**config.mk**
```make
export PLATFORM = sky130hd
export DESIGN_NAME = fdiv_issue_queue
export DESIGN_NICKNAME = d
export VERILOG_FILES = /design/src/rtl/fdiv_issue_queue_pkg.sv /design/src/rtl/fdiv_issue_queue_age_matrix.sv /design/src/rtl/fdiv_issue_queue.sv
export SDC_FILE = /design/constraint.sdc
export NUM_CORES = 1
export LEC_CHECK = 0
export CAP_MARGIN = 15
export CORE_UTILIZATION = 59
export DETAILED_ROUTE_END_ITERATION = 7
export DONT_BUFFER_PORTS = 1
export PLACE_DENSITY = 0.81
export SLEW_MARGIN = 20
export SYNTH_ARGS = -nofsm -noshare
export SYNTH_HDL_FRONTEND = slang
export SYNTH_SLANG_ARGS = --single-unit
```
**constraint.sdc**
```tcl
create_clock -name clk -period 2.68 [get_ports clk]
set_clock_uncertainty 0.2 [all_clocks]
set_input_delay 0.402 -clock clk [delete_from_list [all_inputs] [get_ports clk]]
set_output_delay 0.402 -clock clk [all_outputs]
set_load 0.01 [all_outputs]
```
**src/rtl/fdiv_issue_queue_pkg.sv**
```systemverilog
// Shared types for the FP divide/sqrt issue queue: entry layout, issue fields, ROB age compare.
// Latency: n/a (types and pure functions only).
// Backpressure: n/a.
package fdiv_issue_queue_pkg;

    localparam int ROB_WIDTH  = 6;
    localparam int PREG_WIDTH = 7;
    localparam int XLEN       = 64;
    localparam int IQ_DEPTH   = 8;

    typedef logic [ROB_WIDTH-1:0]  rob_idx_t;
    typedef logic [PREG_WIDTH-1:0] preg_t;

    typedef struct packed {
        logic       div;
        logic       db;
        logic [2:0] rm;
    } fdiv_issue_t;

    typedef struct packed {
        logic        vld;
        rob_idx_t    rob_idx;
        preg_t       rd;
        preg_t       rs1;
        preg_t       rs2;
        logic        rdy1;
        logic        rdy2;
        fdiv_issue_t op;
    } fdiv_iq_entry_t;

    typedef struct packed {
        rob_idx_t rob_idx;
        preg_t    rd;
    } ex_status_t;

    // a strictly older than b; MSB is the ROB wrap bit, so order flips when wraps differ
    function automatic logic loop_older(input rob_idx_t a, input rob_idx_t b);
        if (a[ROB_WIDTH-1] == b[ROB_WIDTH-1]) begin
            return a[ROB_WIDTH-2:0] < b[ROB_WIDTH-2:0];
        end
        return a[ROB_WIDTH-2:0] > b[ROB_WIDTH-2:0];
    endfunction

endpackage

```
**src/rtl/fdiv_issue_queue_age_matrix.sv**
```systemverilog
// Age matrix: tracks allocation order of queue slots and reports the oldest ready slot one-hot.
// Latency: oldest is combinational from ready; order updates at the allocate edge.
// Backpressure: none; caller gates allocation and selection.
module iq_age_matrix #(
    parameter int DEPTH = 8
) (
    input  logic             clk,
    input  logic             rst,
    input  logic [DEPTH-1:0] alloc,
    input  logic [DEPTH-1:0] free,
    input  logic [DEPTH-1:0] valid,
    input  logic [DEPTH-1:0] ready,
    output logic [DEPTH-1:0] oldest
);

    // age_q[i][j] = 1 means slot i was allocated before slot j
    logic [DEPTH-1:0][DEPTH-1:0] age_q;
    logic [DEPTH-1:0][DEPTH-1:0] age_d;

    always_comb begin
        age_d = age_q;
        for (int k = 0; k < DEPTH; k++) begin
            if (alloc[k]) begin
                age_d[k] = '0;
                for (int i = 0; i < DEPTH; i++) begin
                    age_d[i][k] = valid[i] & ~free[i] & (i != k);
                end
            end
        end
    end

    // Stale bits of invalid slots are harmless: ready implies valid
    always_comb begin
        oldest = '0;
        for (int i = 0; i < DEPTH; i++) begin
            oldest[i] = ready[i];
            for (int j = 0; j < DEPTH; j++) begin
                if (j != i && ready[j] && age_q[j][i]) begin
                    oldest[i] = 1'b0;
                end
            end
        end
    end

    always_ff @(posedge clk or negedge rst) begin
        if (!rst) begin
            age_q <= '0;
        end else begin
            age_q <= age_d;
        end
    end

endmodule

```
**src/rtl/fdiv_issue_queue.sv**
```systemverilog
// Issue queue for the non-pipelined FP div/sqrt unit: wakeup tracking, oldest-ready select, regfile read.
// Latency: ready -> rf_en same cycle, fdiv_en next cycle; one op in the unit until done or killed.
// Backpressure: dis_ready low when every slot is valid; issue held while the unit is busy.
module fdiv_issue_queue
    import fdiv_issue_queue_pkg::*;
#(
    parameter int DEPTH      = IQ_DEPTH,
    parameter int WAKE_PORTS = 4
) (
    input  logic                             clk,
    input  logic                             rst,
    input  logic                             dis_en,
    output logic                             dis_ready,
    input  logic [ROB_WIDTH-1:0]             dis_rob_idx,
    input  logic [PREG_WIDTH-1:0]            dis_rd,
    input  logic [PREG_WIDTH-1:0]            dis_rs1,
    input  logic [PREG_WIDTH-1:0]            dis_rs2,
    input  logic                             dis_rdy1,
    input  logic                             dis_rdy2,
    input  logic                             dis_div,
    input  logic                             dis_db,
    input  logic [2:0]                       dis_rm,
    input  logic [WAKE_PORTS-1:0]            wk_en,
    input  logic [WAKE_PORTS*PREG_WIDTH-1:0] wk_rd,
    output logic                             rf_en,
    output logic [PREG_WIDTH-1:0]            rf_rs1,
    output logic [PREG_WIDTH-1:0]            rf_rs2,
    input  logic [XLEN-1:0]                  rf_data1,
    input  logic [XLEN-1:0]                  rf_data2,
    output logic                             fdiv_en,
    output ex_status_t                       fdiv_status,
    output logic                             fdiv_div,
    output logic                             fdiv_db,
    output logic [2:0]                       fdiv_rm,
    output logic [XLEN-1:0]                  fdiv_rs1_data,
    output logic [XLEN-1:0]                  fdiv_rs2_data,
    input  logic                             fdiv_done,
    input  logic                             redirect,
    input  logic [ROB_WIDTH-1:0]             redirect_idx
);

    fdiv_iq_entry_t   ent_q [DEPTH];
    fdiv_iq_entry_t   ent_d [DEPTH];
    fdiv_iq_entry_t   sel_ent;
    logic [DEPTH-1:0] vld_vec, rdy_vec, alloc_oh, free_vec, sel_oh;
    logic             busy_q, busy_d;
    logic             s1_vld_q, s1_vld_d;
    ex_status_t       s1_status_q, s1_status_d;
    fdiv_issue_t      s1_op_q, s1_op_d;
    logic             sel_fire, alloc_fire, s1_kill;

    function automatic logic woken(input logic [WAKE_PORTS-1:0]            en,
                                   input logic [WAKE_PORTS*PREG_WIDTH-1:0] rd,
                                   input logic [PREG_WIDTH-1:0]            rs);
        logic hit;
        hit = 1'b0;
        for (int p = 0; p < WAKE_PORTS; p++) begin
            hit |= en[p] && (rd[p*PREG_WIDTH +: PREG_WIDTH] == rs);
        end
        return hit;
    endfunction

    always_comb begin
        vld_vec = '0;
        rdy_vec = '0;
        for (int i = 0; i < DEPTH; i++) begin
            vld_vec[i] = ent_q[i].vld;
            rdy_vec[i] = ent_q[i].vld & ent_q[i].rdy1 & ent_q[i].rdy2;
        end
    end

    assign dis_ready  = ~&vld_vec;
    assign alloc_fire = dis_en & dis_ready & ~redirect;
    // A redirect cycle never selects, so a squashed op cannot reach S1
    assign sel_fire   = ~busy_q & ~redirect & (|rdy_vec);

    always_comb begin
        logic found;
        found    = 1'b0;
        alloc_oh = '0;
        for (int i = 0; i < DEPTH; i++) begin
            if (!ent_q[i].vld && !found) begin
                alloc_oh[i] = alloc_fire;
                found       = 1'b1;
            end
        end
    end

    iq_age_matrix #(.DEPTH(DEPTH)) u_age (
        .clk    (clk),
        .rst    (rst),
        .alloc  (alloc_oh),
        .free   (free_vec),
        .valid  (vld_vec),
        .ready  (rdy_vec),
        .oldest (sel_oh)
    );

    always_comb begin
        sel_ent = '0;
        for (int i = 0; i < DEPTH; i++) begin
            if (sel_oh[i]) begin
                sel_ent = ent_q[i];
            end
        end
    end

    always_comb begin
        free_vec = '0;
        for (int i = 0; i < DEPTH; i++) begin
            ent_d[i] = ent_q[i];
            if (ent_q[i].vld) begin
                if (woken(wk_en, wk_rd, ent_q[i].rs1)) ent_d[i].rdy1 = 1'b1;
                if (woken(wk_en, wk_rd, ent_q[i].rs2)) ent_d[i].rdy2 = 1'b1;
                if ((sel_fire && sel_oh[i]) ||
                    (redirect && !loop_older(ent_q[i].rob_idx, redirect_idx))) begin
                    ent_d[i].vld = 1'b0;
                    free_vec[i]  = 1'b1;
                end
            end
            if (alloc_oh[i]) begin
                ent_d[i].vld     = 1'b1;
                ent_d[i].rob_idx = dis_rob_idx;
                ent_d[i].rd      = dis_rd;
                ent_d[i].rs1     = dis_rs1;
                ent_d[i].rs2     = dis_rs2;
                ent_d[i].rdy1    = dis_rdy1 | woken(wk_en, wk_rd, dis_rs1);
                ent_d[i].rdy2    = dis_rdy2 | woken(wk_en, wk_rd, dis_rs2);
                ent_d[i].op.div  = dis_div;
                ent_d[i].op.db   = dis_db;
                ent_d[i].op.rm   = dis_rm;
            end
        end
    end

    // s1_status_q keeps the in-flight op's ROB index until the next select
    assign s1_kill = redirect & ~loop_older(s1_status_q.rob_idx, redirect_idx);

    always_comb begin
        busy_d      = busy_q;
        s1_vld_d    = sel_fire;
        s1_status_d = s1_status_q;
        s1_op_d     = s1_op_q;
        if (fdiv_done)         busy_d = 1'b0;
        if (busy_q && s1_kill) busy_d = 1'b0;
        if (sel_fire) begin
            busy_d              = 1'b1;
            s1_status_d.rob_idx = sel_ent.rob_idx;
            s1_status_d.rd      = sel_ent.rd;
            s1_op_d             = sel_ent.op;
        end
    end

    always_ff @(posedge clk or negedge rst) begin
        if (!rst) begin
            for (int i = 0; i < DEPTH; i++) ent_q[i] <= '0;
            busy_q      <= 1'b0;
            s1_vld_q    <= 1'b0;
            s1_status_q <= '0;
            s1_op_q     <= '0;
        end else begin
            for (int i = 0; i < DEPTH; i++) ent_q[i] <= ent_d[i];
            busy_q      <= busy_d;
            s1_vld_q    <= s1_vld_d;
            s1_status_q <= s1_status_d;
            s1_op_q     <= s1_op_d;
        end
    end

    assign rf_en         = sel_fire;
    assign rf_rs1        = sel_ent.rs1;
    assign rf_rs2        = sel_ent.rs2;
    assign fdiv_en       = s1_vld_q & ~s1_kill;
    assign fdiv_status   = s1_status_q;
    assign fdiv_div      = s1_op_q.div;
    assign fdiv_db       = s1_op_q.db;
    assign fdiv_rm       = s1_op_q.rm;
    assign fdiv_rs1_data = s1_vld_q ? rf_data1 : '0;
    assign fdiv_rs2_data = s1_vld_q ? rf_data2 : '0;

    a_dis_when_full: assert property (@(posedge clk) disable iff (!rst) !(dis_en && !dis_ready));

endmodule

```
==> results of run 1 <==
[placed cells by master (no fill, tap or decap), types with 11 or more instances in the layout]
cell type and instances:
a32o_1 18, mux2_2 43, mux2i_1 14, o22ai_1 14, dfrtp_1 341, o32a_1 14, ha_1 41, a21oi_2 11
nand3_1 74, xor2_1 304, nor4_1 54, nand4_1 134, clkbuf_16 43, dlygate4sd3_1 35, o311a_1 28, nand2_1 662
dfrtp_2 15, inv_1 77, and2_1 129, o2111ai_1 19, nor3_1 34, o21ai_0 137, nand2b_1 24, buf_6 14
buf_12 29, a21oi_1 19, a221o_1 19, buf_4 136, nor2_1 140, xnor2_1 209, o211ai_1 31
[how the worst min path moves through the flow]
stage | to | slack [ps] | depth (start not counted)
after floorplan | busy_q | -90 | 0
after global placement | ent_q[237] | -70 | 0
after detailed placement | ent_q[237] | -70 | 0
after CTS | ent_q[226] | -690 | 0
after global routing | ent_q[213] | -680 | 0
final | ent_q[213] | -660 | 0
[worst register-to-register path, delay by kind of cell (launching register included)]
| family | cells | cell delay [ps] |
|---|---|---|
| buf+inv | 3 | 660 |
| simple gates | 3 | 570 |
| flops | 1 | 450 |
| compound gates | 3 | 740 |
[registers in the layout, indices dropped and copies added (netlist names)]
name / cells
busy_q: 1
ent_q: 280
fdiv_db: 1
fdiv_div: 1
fdiv_rm: 3
fdiv_status: 13
s1_vld_q: 1
u_age.age_q: 56
[power by group]
part           internal (mW)  switching [mW]
combinational           2.58            2.86
sequential              6.33            1.57
clock                   3.20            2.39
total                   12.1            6.83
[metrics by stage]
stage | TNS (ps) | area [um2] | worst slack, ps
floorplan | -27.1 | 25300 | -13.5
global placement | -2800 | 25900 | -188
detailed placement | -3750 | 25900 | -196
CTS | -9110 | 28000 | -674
global route | -11410 | 28300 | -757
finish | -9940 | 28300 | -702
[cells by family (layout without fill, tap and decap cells)]
kind of cell | Yosys count | after routing | share of synthesized area
adders and majority gates | 45 | 45 | 0.0223
muxes | 58 | 58 | 0.0251
DFF | 356 | 356 | 0.352
xor gates and xnor gates | 513 | 513 | 0.178
buffers and inverters | 457 | 372 | 0.0749
AOI/OAI and AO/OA | 382 | 382 | 0.108
other | 0 | 4 | 0
and+or+nand+nor | 1309 | 1309 | 0.239
[what timing repair did]
item,4_1_cts,5_1_grt
pin swaps,18,18
gates cloned,4,1
setup buffers,11,14
hold endpoints to repair,620,356
endpoints found under the setup margin,48,51
gates resized for setup,57,36
[final cells by class]
cell class / count / share of cell area
clock buffers: 60 / 0.0423
clock inverters: 13 / 0.00407
repair buffers: 220 / 0.0798
flip-flops and latches: 356 / 0.315
multi-input cells: 2307 / 0.524
inverters: 79 / 0.0106
well taps: 539 / 0.0238
diodes: 4 / 0.000354
[layer usage]
metal,vias to the layer above,routed length [um]
li1,10100,-
met1,11500,35600
met2,2024,41700
met3,630,13600
met4,4,8720
met5,-,27
==> flow_summary.yaml, run 1 <==
status:
  status: "finished, violations left"
  failed_checks: "negative hold slack, negative setup slack"
grt:
  antenna_found_initial: 6
  grt_pass1_vias: 23900
  grt_overflow: 0
  grt_busiest_layer: "met2"
  grt_util_met3: 0.152
  use_met2: 0.655
  grt_max_degree: 357
  grt_pass1_wl_um: 147000
  track_usage: 0.450
  grt.met1_usage: 0.557
clocking:
  clock_path_buffers: 3
  cts_sinks: 356
  cts_tree: "built"
  hold_buffers: 35
  clk_pin_slew_ps: 60
  clkLatencyLatePin_ps: 590
  h-tree-depth: 2
  cts-buffers-inserted: 41
  clock-root-buffer: "clkbuf_16"
layout:
  regArea_um2: 8930
  finalNonFillerCells: 3578
  area.growth.synth_to_final_pct: 11.9
  nets: 3255
  drive_above_1_share: 0.127
  final.fill_count: 3286
  multi_input_area_um2: 14800
  finalCoreUtilization: 0.672
timing:
  holdWs_ps: -660
  final_max_slew_viol_count: 0
  worst_slack_ps: -702
  fin_crit_sh: 1.26
  period_needed_ps: 3380
  setup_violations: 33
  slew_headroom: 0.151
  max_freq_ghz: 0.296
  hold_viol_final: 356
  tightest_slew_ps: 1260
  rsz0062_at_grt: "true"
critical_path:
  critical_path.endpoint: "rf_rs1[0]"
  arrival_ps: 2780
  cp.required_ps: 2080
  worst-r2r-cell-count: 9
  critPathLaunchType: "register"
  crit_chain: "buf_6 > nand4_1 > o2111a_1 > nand3_1 > buf_6 > o311a_1 > o32a_1 > a21oi_2 > buf_4"
  worst-path-stages: 9
  r2r-end: "fdiv_status[2]"
  crit_type: "reg2out"
  crit_start: "ent_q[209]"
  critPathTopFamily: "compound AO/OA/AOI/OAI gates"
  path_buf_inv: 3
  worstSetupEndpointType: "primary output"
  cp_max_fo: 15
  slowest_stage: "dfrtp_2"
  ff2ff_setup_slack_ps: -50
  rr_startpoint: "ent_q[34]"
  worst_path_most_repeated_cell: "buf_6"
  slowest_delay_ps: 430
placement:
  dp_cells: 3437
  gp_congestion: 1.01
  dp_hpwl_um: 63300
  io_buffers: 0
drt:
  drtIter0Drc: 3165
  drtPass1Iterations: 7
  vias: 24300
  ant_nets: 0
  routed_wl_um: 99600
  avgRoutedWirePerCell_um: 27.8
  post-route-drc-count: 0
  detail_route.vias_per_cell: 6.79
die:
  start_util: 0.600
  die-width_um: 209
  die_h_um: 209
  num_rows: 75
  core-area_um2: 42100
  ioPinCount: 368
  die_area_um2: 43700
logic_synthesis:
  synth_top_area_cell: "dfrtp_1"
  yosysSeqAreaShare: 0.352
  ys_warn_count: 0
  syn_avg_cell_area_um2: 8.10
  synth_cells: 3120
  synth-main-ff-cell: "dfrtp_1"
  yosysUniqueCellTypes: 63
  synth_edf_count: 0
  ys_seq_elements: 356
  synthTopCellsByCount: "nand2_1 (663), dfrtp_1 (356), xor2_1 (304), xnor2_1 (209), clkbuf_1 (188)"
  synth_area_leaders: "dfrtp_1 (35%), xor2_1 (11%), nand2_1 (9.8%)"
  syn-num-nets: 3370
  synth_top_area_frac: 0.352
  async_flop_share: 1.00
  synth_area_um2: 25300
  synth_most_common_cell: "nand2_1"
worst_hold_path:
  hold_class: "in2async"
power:
  p_total_mw: 18.9
  cellLeakagePower_nw: 13.2
  power.density_nw_per_um2: 670
  ir_worst_vdd_mv: 0.647
job:
  cap_violations: 0
No activity file was read; power rests on OpenSTA's default activity.
==> inputs of run 2 (changes only) <==
HOLD_SLACK_MARGIN = 0.12   (was unset)
SLEW_MARGIN = unset   (was 20)
==> flow_summary.yaml, run 2 (same netlist as run 1, synthesis figures left out) <==
grt:
  grt_overflow: 0
  grt_pass1_wl_um: 148000
  grt_max_degree: 357
  grt_pass1_vias: 24000
  antenna_found_initial: 5
  track_usage: 0.454
job:
  cap_violations: 0
critical_path:
  path_buf_inv: 3
  crit_start: "ent_q[69]"
  worstSetupEndpointType: "primary output"
  slowest_stage: "dfrtp_1"
  cp_max_fo: 7
  rr_startpoint: "ent_q[69]"
  worst_path_most_repeated_cell: "buf_4"
  ff2ff_setup_slack_ps: -60
  worst-r2r-cell-count: 9
  critPathTopFamily: "compound AO/OA/AOI/OAI gates"
  slowest_delay_ps: 420
  arrival_ps: 2810
  critPathLaunchType: "register"
  cp.required_ps: 2080
  crit_type: "reg2out"
  crit_chain: "and3_4 > a2111oi_4 > buf_4 > buf_8 > nand3_1 > o311a_1 > o32a_1 > a21oi_2 > buf_4"
  r2r-end: "fdiv_status[1]"
clocking:
  clkLatencyLatePin_ps: 590
  h-tree-depth: 2
  cts_tree: "built"
  cts_sinks: 356
  clock_path_buffers: 3
  clock-root-buffer: "clkbuf_16"
  hold_buffers: 49
  clk_pin_slew_ps: 60
  cts-buffers-inserted: 41
layout:
  area.growth.synth_to_final_pct: 12.8
  nets: 3267
  finalInstanceArea_um2: 28500
  largest_reg_flops: 280
  final.fill_count: 3251
  final_common_cell: "nand2_1"
  final_cell_mix: "nand2_1 (662), dfrtp_1 (341), xor2_1 (304)"
  regMostFlops: "ent_q"
  drive_above_1_share: 0.129
drt:
  routed_wl_um: 101000
  post-route-drc-count: 0
  detail_route.vias_per_cell: 6.83
  ant_nets: 0
  vias: 24500
  avgRoutedWirePerCell_um: 28.0
  drtIter0Drc: 3414
  drtPass1Iterations: 8
timing:
  worst_slack_ps: -736
  fin_crit_sh: 1.27
  hold_viol_final: 356
  slew_headroom: 0.213
  rsz0062_at_grt: "true"
  holdWs_ps: -661
  final_max_slew_viol_count: 0
  setup_tns_ps: -10120
  max_freq_ghz: 0.293
  setup_violations: 39
  tightest_slew_ps: 1180
  period_needed_ps: 3420
placement:
  pre_cts_ws_ps: -196
  dp_hpwl_um: 63300
  io_buffers: 0
  gp_congestion: 1.01
  placed_cell_area_um2: 25900
die:
  die-width_um: 209
  ioPinCount: 368
  die_area_um2: 43700
  core-area_um2: 42100
  die_h_um: 209
  num_rows: 75
  start_util: 0.600
worst_hold_path:
  hold_class: "in2async"
status:
  failed_checks: "negative hold slack, negative setup slack"
  status: "finished, violations left"
power:
  ir_worst_vdd_mv: 0.644
  cellLeakagePower_nw: 13.3
  power.density_nw_per_um2: 666
## run 2: cell types whose count changed in the layout (fill, tap and decap cells not counted), sizes merged
| cell | previous run | this run |
|---|---|---|
| clkbuf | 62 | 63 |
| buf | 183 | 180 |
| dlygate4sd3 | 35 | 49 |
## run 2: worst register-to-register path, cell delays in order, from the launching register on
cell	delay, ps
dfrtp_1	420
and3_4	230
a2111oi_4	280
buf_4	200
and2_4	170
buf_6	280
or2_1	200
buf_12	180
o2111ai_1	160
a32o_1	280
## run 2: worst max path at each step
stage,to,slack [ps],cells past startpoint
4_1_cts,rf_rs2[0],-670,9
5_1_grt,rf_rs2[2],-750,9
3_5_place_dp,rf_rs1[0],-200,9
3_3_place_gp,rf_rs1[4],-190,8
2_1_floorplan,rf_rs2[6],-10,9
6_report,rf_rs1[0],-740,9
## run 2: stage by stage
| stage | power [mW] | std cells | hold WS (ps) | utilization |
|---|---|---|---|---|
| 6_report | 19.0 | 3590 | -661 | 0.677 |
| 5_1_grt | 19.8 | 3587 | -681 | 0.676 |
| 3_5_place_dp | 12.8 | 3437 | -72.4 | 0.615 |
| 2_1_floorplan | 11.5 | 3120 | -93.6 | - |
| 4_1_cts | 18.7 | 3573 | -688 | 0.667 |
| 3_3_place_gp | 12.6 | 3437 | -72.5 | 0.615 |
## run 2: repair_timing
item                       in CTS  in global routing
resized for setup              57                 58
pin swaps                      18                 34
cloned                          4                  3
setup buffers                  11                 11
hold endpoints to repair      643                356
setup endpoints to repair      48                 68
## run 2: cell type report
cell class | instances | area, um2 | share of cell area
Sequential cell | 356 | 8930 | 0.313
Clock buffer | 60 | 1200 | 0.0420
Inverter | 79 | 299 | 0.0105
Antenna cell | 4 | 10.0 | 0.000351
Tap cell | 539 | 674 | 0.0237
Clock inverter | 13 | 115 | 0.00404
Timing Repair Buffer | 232 | 2400 | 0.0841
Multi-Input combinational cell | 2307 | 14900 | 0.522
## run 2: report_power, final
part | leakage (nW) | total [mW] | internal [mW] | switching (mW)
clock | 0.636 | 5.59 | 3.20 | 2.39
sequential | 4.66 | 7.91 | 6.33 | 1.57
combinational | 7.97 | 5.49 | 2.60 | 2.89
total | 13.3 | 19.0 | 12.1 | 6.85
## run 2: per-layer routing
| metal | vias to the layer above | part of all wire | track usage | wire, um |
|---|---|---|---|---|
| met5 | - | 0.00025 | 0.00667 | 25 |
| met4 | 4 | 0.088 | 0.340 | 8860 |
| met3 | 667 | 0.15 | 0.160 | 14900 |
| met2 | 2070 | 0.41 | 0.655 | 41700 |
| met1 | 11600 | 0.35 | 0.559 | 35100 |
| li1 | 10200 | - | - | - |
